File: config.mk
export PLATFORM = sky130hd
export DESIGN_NAME = seg_scan_ctrl
export DESIGN_NICKNAME = d
export VERILOG_FILES = /design/src/rtl/seg_pkg.sv /design/src/rtl/scan_prescaler.sv /design/src/rtl/seg_scan_ctrl.sv
export SDC_FILE = /design/constraint.sdc
export NUM_CORES = 1
export LEC_CHECK = 0
export CAP_MARGIN = 15
export CORE_ASPECT_RATIO = 1.75
export CORE_UTILIZATION = 55
export DETAILED_ROUTE_END_ITERATION = 16
export PLACE_DENSITY_LB_ADDON = 0.25
export SYNTH_ARGS = -nofsm -noshare
export SYNTH_HDL_FRONTEND = slang
export SYNTH_HIERARCHICAL = 1
export SYNTH_SLANG_ARGS = --single-unit
File: constraint.sdc
create_clock -name clk -period 5.3 [get_ports clk]
set_input_delay 1.325 -clock clk [delete_from_list [all_inputs] [get_ports clk]]
set_output_delay 1.325 -clock clk [all_outputs]
set_load 0.01 [all_outputs]
File: src/rtl/seg_pkg.sv
// Shared constants and helpers for the multiplexed seven-segment scan controller.
package seg_pkg;

  localparam int NUM_DIGITS_DEFAULT = 4;
  localparam int TICK_DIV_DEFAULT   = 50000;
  localparam int BLANK_CYCLES       = 2;

  // Width of a counter or index that must hold values 0..n-1 (at least one bit).
  function automatic int idx_width(input int n);
    return (n < 2) ? 1 : $clog2(n);
  endfunction

endpackage

File: src/rtl/scan_prescaler.sv
// Free-running slot prescaler: counts 0..TICK_DIV-1, ticks on the last count and
// optionally flags the leading blanking window of each slot.
module scan_prescaler
  import seg_pkg::*;
#(
  parameter int TICK_DIV     = TICK_DIV_DEFAULT,
  parameter bit BLANK_EN     = 1'b0,
  parameter int BLANK_LENGTH = BLANK_CYCLES
) (
  input  logic i_clk,
  input  logic i_rst,
  output logic o_tick,
  output logic o_blank
);

  localparam int CW = idx_width(TICK_DIV);

  logic [CW-1:0] r_count;
  logic          w_last;

  assign w_last = (r_count == CW'(TICK_DIV - 1));

  always_ff @(posedge i_clk) begin
    if (i_rst) begin
      r_count <= '0;
    end else if (w_last) begin
      r_count <= '0;
    end else begin
      r_count <= r_count + CW'(1);
    end
  end

  assign o_tick  = w_last;
  assign o_blank = BLANK_EN && (r_count < CW'(BLANK_LENGTH));

endmodule

File: src/rtl/seg_scan_ctrl.sv
// Common-anode display scan controller with tear-free frame-synchronous updates.
// Define SEG_SCAN_GHOST_BLANK_EN to blank all digits at the start of every slot.
module seg_scan_ctrl
  import seg_pkg::*;
#(
  parameter int NUM_DIGITS = NUM_DIGITS_DEFAULT,
  parameter int TICK_DIV   = TICK_DIV_DEFAULT
) (
  input  logic                    clk,
  input  logic                    rst,
  input  logic                    load,
  input  logic [4*NUM_DIGITS-1:0] data_in,
  output logic [3:0]              hex,
  output logic [NUM_DIGITS-1:0]   digit_en,
  output logic                    pending,
  output logic                    frame_tick
);

  localparam int IW = idx_width(NUM_DIGITS);
`ifdef SEG_SCAN_GHOST_BLANK_EN
  localparam bit BLANK_EN = 1'b1;
`else
  localparam bit BLANK_EN = 1'b0;
`endif

  logic                    w_slot_end;
  logic                    w_blank;
  logic                    w_wrap;
  logic [4*NUM_DIGITS-1:0] w_shifted;
  logic [NUM_DIGITS-1:0]   w_onehot;

  logic [IW-1:0]           r_idx;
  logic [4*NUM_DIGITS-1:0] r_display;
  logic [4*NUM_DIGITS-1:0] r_shadow;
  logic                    r_pending;
  logic                    r_frame_tick;

  scan_prescaler #(
    .TICK_DIV     (TICK_DIV),
    .BLANK_EN     (BLANK_EN),
    .BLANK_LENGTH (BLANK_CYCLES)
  ) u_prescaler (
    .i_clk   (clk),
    .i_rst   (rst),
    .o_tick  (w_slot_end),
    .o_blank (w_blank)
  );

  assign w_wrap = w_slot_end && (r_idx == IW'(NUM_DIGITS - 1));

  // A load on the wrap edge bypasses the shadow so it is shown without a frame of delay.
  always_ff @(posedge clk) begin
    if (rst) begin
      r_idx        <= '0;
      r_display    <= '0;
      r_shadow     <= '0;
      r_pending    <= 1'b0;
      r_frame_tick <= 1'b0;
    end else begin
      if (w_slot_end) begin
        r_idx <= w_wrap ? '0 : r_idx + IW'(1);
      end
      r_frame_tick <= w_wrap;
      if (load) begin
        r_shadow <= data_in;
      end
      if (w_wrap) begin
        r_display <= load ? data_in : r_shadow;
        r_pending <= 1'b0;
      end else if (load) begin
        r_pending <= 1'b1;
      end
    end
  end

  assign w_shifted = r_display >> {r_idx, 2'b00};
  assign w_onehot  = NUM_DIGITS'(1) << r_idx;

  always_comb begin
    hex      = w_shifted[3:0];
    digit_en = ~w_onehot;
    if (w_blank) begin
      digit_en = '1;
    end
  end

  assign pending    = r_pending;
  assign frame_tick = r_frame_tick;

endmodule

==> impl_metrics.env <==
export IMPL_multi_input_area_um2=1030
export IMPL_tns_ns=0
export IMPL_routedWlPerCell_um=15.3
export IMPL_post_dp_hpwl_um=3090
export IMPL_core_um2=3700
export IMPL_cts_htree_levels=2
export IMPL_ys_ff_latch=52
export IMPL_ant_nets=0
export IMPL_vias_per_cell=5.39
export IMPL_synthTopCellsByArea="dfxtp_1 48%, mux2i_1 7.8%, nor2_1 6.4%"
export IMPL_min_period_ns=3.28
export IMPL_drive_gt1_share_pct=11.7
export IMPL_hold_slack_ns=0.465
export IMPL_startpoint="r_idx[0]$_SDFFE_PP0P_"
export IMPL_synth_top_area_cell="dfxtp_1"
export IMPL_gp_congestion=0.804
export IMPL_grt_max_degree=22
export IMPL_max_cap_violations=0
export IMPL_initial_core_util_pct=58.9
export IMPL_clk_latency_ns=0.30
export IMPL_finalCritPeriodShare_pct=61.8
export IMPL_slew_headroom_pct=33.8
export IMPL_p_clk_share_pct=38.1
export IMPL_hp_start="u_prescaler/r_count[0]$_SDFF_PP0_"
export IMPL_clk_path_buf_depth=2
export IMPL_rsz0062_at_grt="false"
export IMPL_leakage_nw=0.970
export IMPL_grt_pass1_vias=1561
export IMPL_fmax_mhz=305
export IMPL_worstReg2RegStart="u_prescaler/r_count[0]$_SDFF_PP0_"
export IMPL_clock_sinks=52
export IMPL_post_cts_resized=0
export IMPL_synth_cells=196
export IMPL_powerDensity_nw_per_um2=286
export IMPL_cts_inserted_buffers=5
export IMPL_ir_drop_mv=0.273
export IMPL_io_pins=29
export IMPL_die_y_um=85.3
export IMPL_critPathKind="flop to primary output"
export IMPL_hp_class="flop to flop"
export IMPL_syn2layout_area_growth_pct=17.2
export IMPL_fillers=272
export IMPL_ff_latch_area_um2=1040
export IMPL_drc=0
export IMPL_firstDrtPassIters=4
export IMPL_fin_nets=245
export IMPL_synth_seq_area_share_pct=47.8
export IMPL_die_area_um2=4230
export IMPL_p_sw_w=0.000152
export IMPL_worstHoldPathCells=1
export IMPL_antenna_cells=0
export IMPL_cts_setup_buffers=0
export IMPL_die_w_um=49.6
export IMPL_antenna_found_initial=0
export IMPL_grt_pass1_wl_um=6780
export IMPL_p_sw_share_pct=20.7
export IMPL_seqPwrFrac_pct=55.3
export IMPL_track_usage_pct=21.2
export IMPL_status="complete, no violations"
export IMPL_start_kind="flop"
export IMPL_clk_pin_slew_ns=0.09
export IMPL_cts_tree="built"
export IMPL_r2r_cells=5
export IMPL_dr_total_vias=1444
export IMPL_finalHoldViolations=0
export IMPL_tightest_slew_ns=0.990
export IMPL_synth_avg_cell_area_um2=11.1
export IMPL_wl_um=4090
export IMPL_ys_types=29
export IMPL_port_buffers=28
export IMPL_slew_violations=0
export IMPL_crit_path_max_fanout=8
export IMPL_crit_arrival_ns=1.95
export IMPL_end_kind="primary output"
export IMPL_comb_power_share_pct=6.6
export IMPL_finClkSkew_ns=0.00774
export IMPL_postCtsHoldBufs=0
export IMPL_synth_area_um2=2180
export IMPL_yosys_warnings=6
export IMPL_first_iter_violations=23
export IMPL_rows=29
export IMPL_synth_top_area_share_pct=47.8
export IMPL_clockRootBuffer="clkbuf_8"
export IMPL_p_int_w=0.000579
export IMPL_grt_remaining_overflow=0
export IMPL_finalSetupViolCount=0
export IMPL_required_ns=3.97
export IMPL_syn_num_nets=220
-- kinds of logic after synthesis --
group           share of synthesized area (%)
flops                                    47.8
other cells                             0.172
mux                                      11.9
compound gates                           10.5
xor+xnor                                 6.03
fa+ha+maj                                2.87
simple gates                             15.8
buf+inv                                  4.94
-- cells in the final DEF (no fill, tap or decap), drive strengths merged, types with 2 or more instances in the layout --
cell type / synthesis / final
mux2i: 17 / 17
ha: 5 / 5
nand2b: 4 / 4
nor4: 4 / 4
o2bb2ai: 16 / 16
xor2: 2 / 2
xnor2: 13 / 13
clkbuf: 1 / 6
mux4: 4 / 4
dfxtp: 52 / 52
nor4bb: 2 / 2
nor3: 4 / 4
inv: 6 / 6
nand3: 5 / 5
nand2: 4 / 4
nand4: 4 / 4
nor2: 37 / 37
clkdlybuf4s50: 0 / 28
-- power by group through the flow --
stage	Clock (W)	Combinational [W]	Sequential, W
global route	0.000306	0.0000530	0.000406
floorplan	0	0.0000311	0.000413
detailed placement	0	0.0000487	0.000414
global placement	0	0.0000467	0.000413
CTS	0.000285	0.0000489	0.000404
finish	0.000278	0.0000483	0.000404
-- worst max-delay path, cell delays in order (launching register included) --
cell             delay, ns
dfxtp_1               0.59
mux4_2                0.57
clkdlybuf4s50_1       0.49
-- layer usage --
metal / wire length [um] / vias up / global-route usage [%]
met3: 113 / 9 / 4.12
met5: 0 / - / 0
met1: 1480 / 688 / 19.8
met4: 112 / 0 / 9.87
li1: - / 720 / -
met2: 2380 / 27 / 41.9
-- path summary, 6_finish.rpt --
kind,end,slack (ns)
worst min-delay path,u_prescaler/r_count[0]$_SDFF_PP0_,0.47
worst min register to register,u_prescaler/r_count[0]$_SDFF_PP0_,0.47
worst max-delay path,hex[2],2.02
worst max register to register,u_prescaler/r_count[7]$_SDFF_PP0_,3.27
-- cells in the mapped netlist --
cell type   n
inv_1       6
clkbuf_1    1
o2bb2ai_1   7
or2_1       1
nor3_1      4
mux4_2      4
a21oi_4     1
ha_1        5
nand2_1     4
dfxtp_1    52
nand3b_4    1
nor4bb_1    2
mux2i_1    17
xor2_1      2
o2bb2ai_2   9
nand4_1     3
nand4_2     1
nor2_1     37
and2_2      1
nand2b_1    4
nand3_1     5
nor4_1      4
conb_1      1
buf_6       5
o21a_4      1
buf_2       2
xnor2_1    13
buf_4       2
and4b_1     1
-- stage by stage --
stage	area [um^2]	total power [W]	util (%)	cells	setup WS [ns]
2_1_floorplan	2180	0.000444	-	196	2.91
3_3_place_gp	2430	0.000460	65.7	260	2.16
4_1_cts	2550	0.000738	69.0	268	1.98
3_5_place_dp	2430	0.000462	65.7	260	2.09
5_1_grt	2550	0.000765	69.0	268	1.91
6_report	2550	0.000731	69.0	268	2.02
-- state kept, by name, summed over array words and instances (netlist names) --
name / count
r_idx: 2
pending: 1
u_prescaler/r_count: 16
r_shadow: 16
r_display: 16
frame_tick: 1
-- layout make-up --
class / instances / share of cell area, %
Clock buffer: 6 / 3.24
Clock inverter: 2 / 1.52
Sequential cell: 52 / 40.8
Timing Repair Buffer: 28 / 11.0
Tap cell: 46 / 2.25
Inverter: 6 / 0.882
Multi-Input combinational cell: 128 / 40.3
No activity file was read; power rests on OpenSTA's default activity.
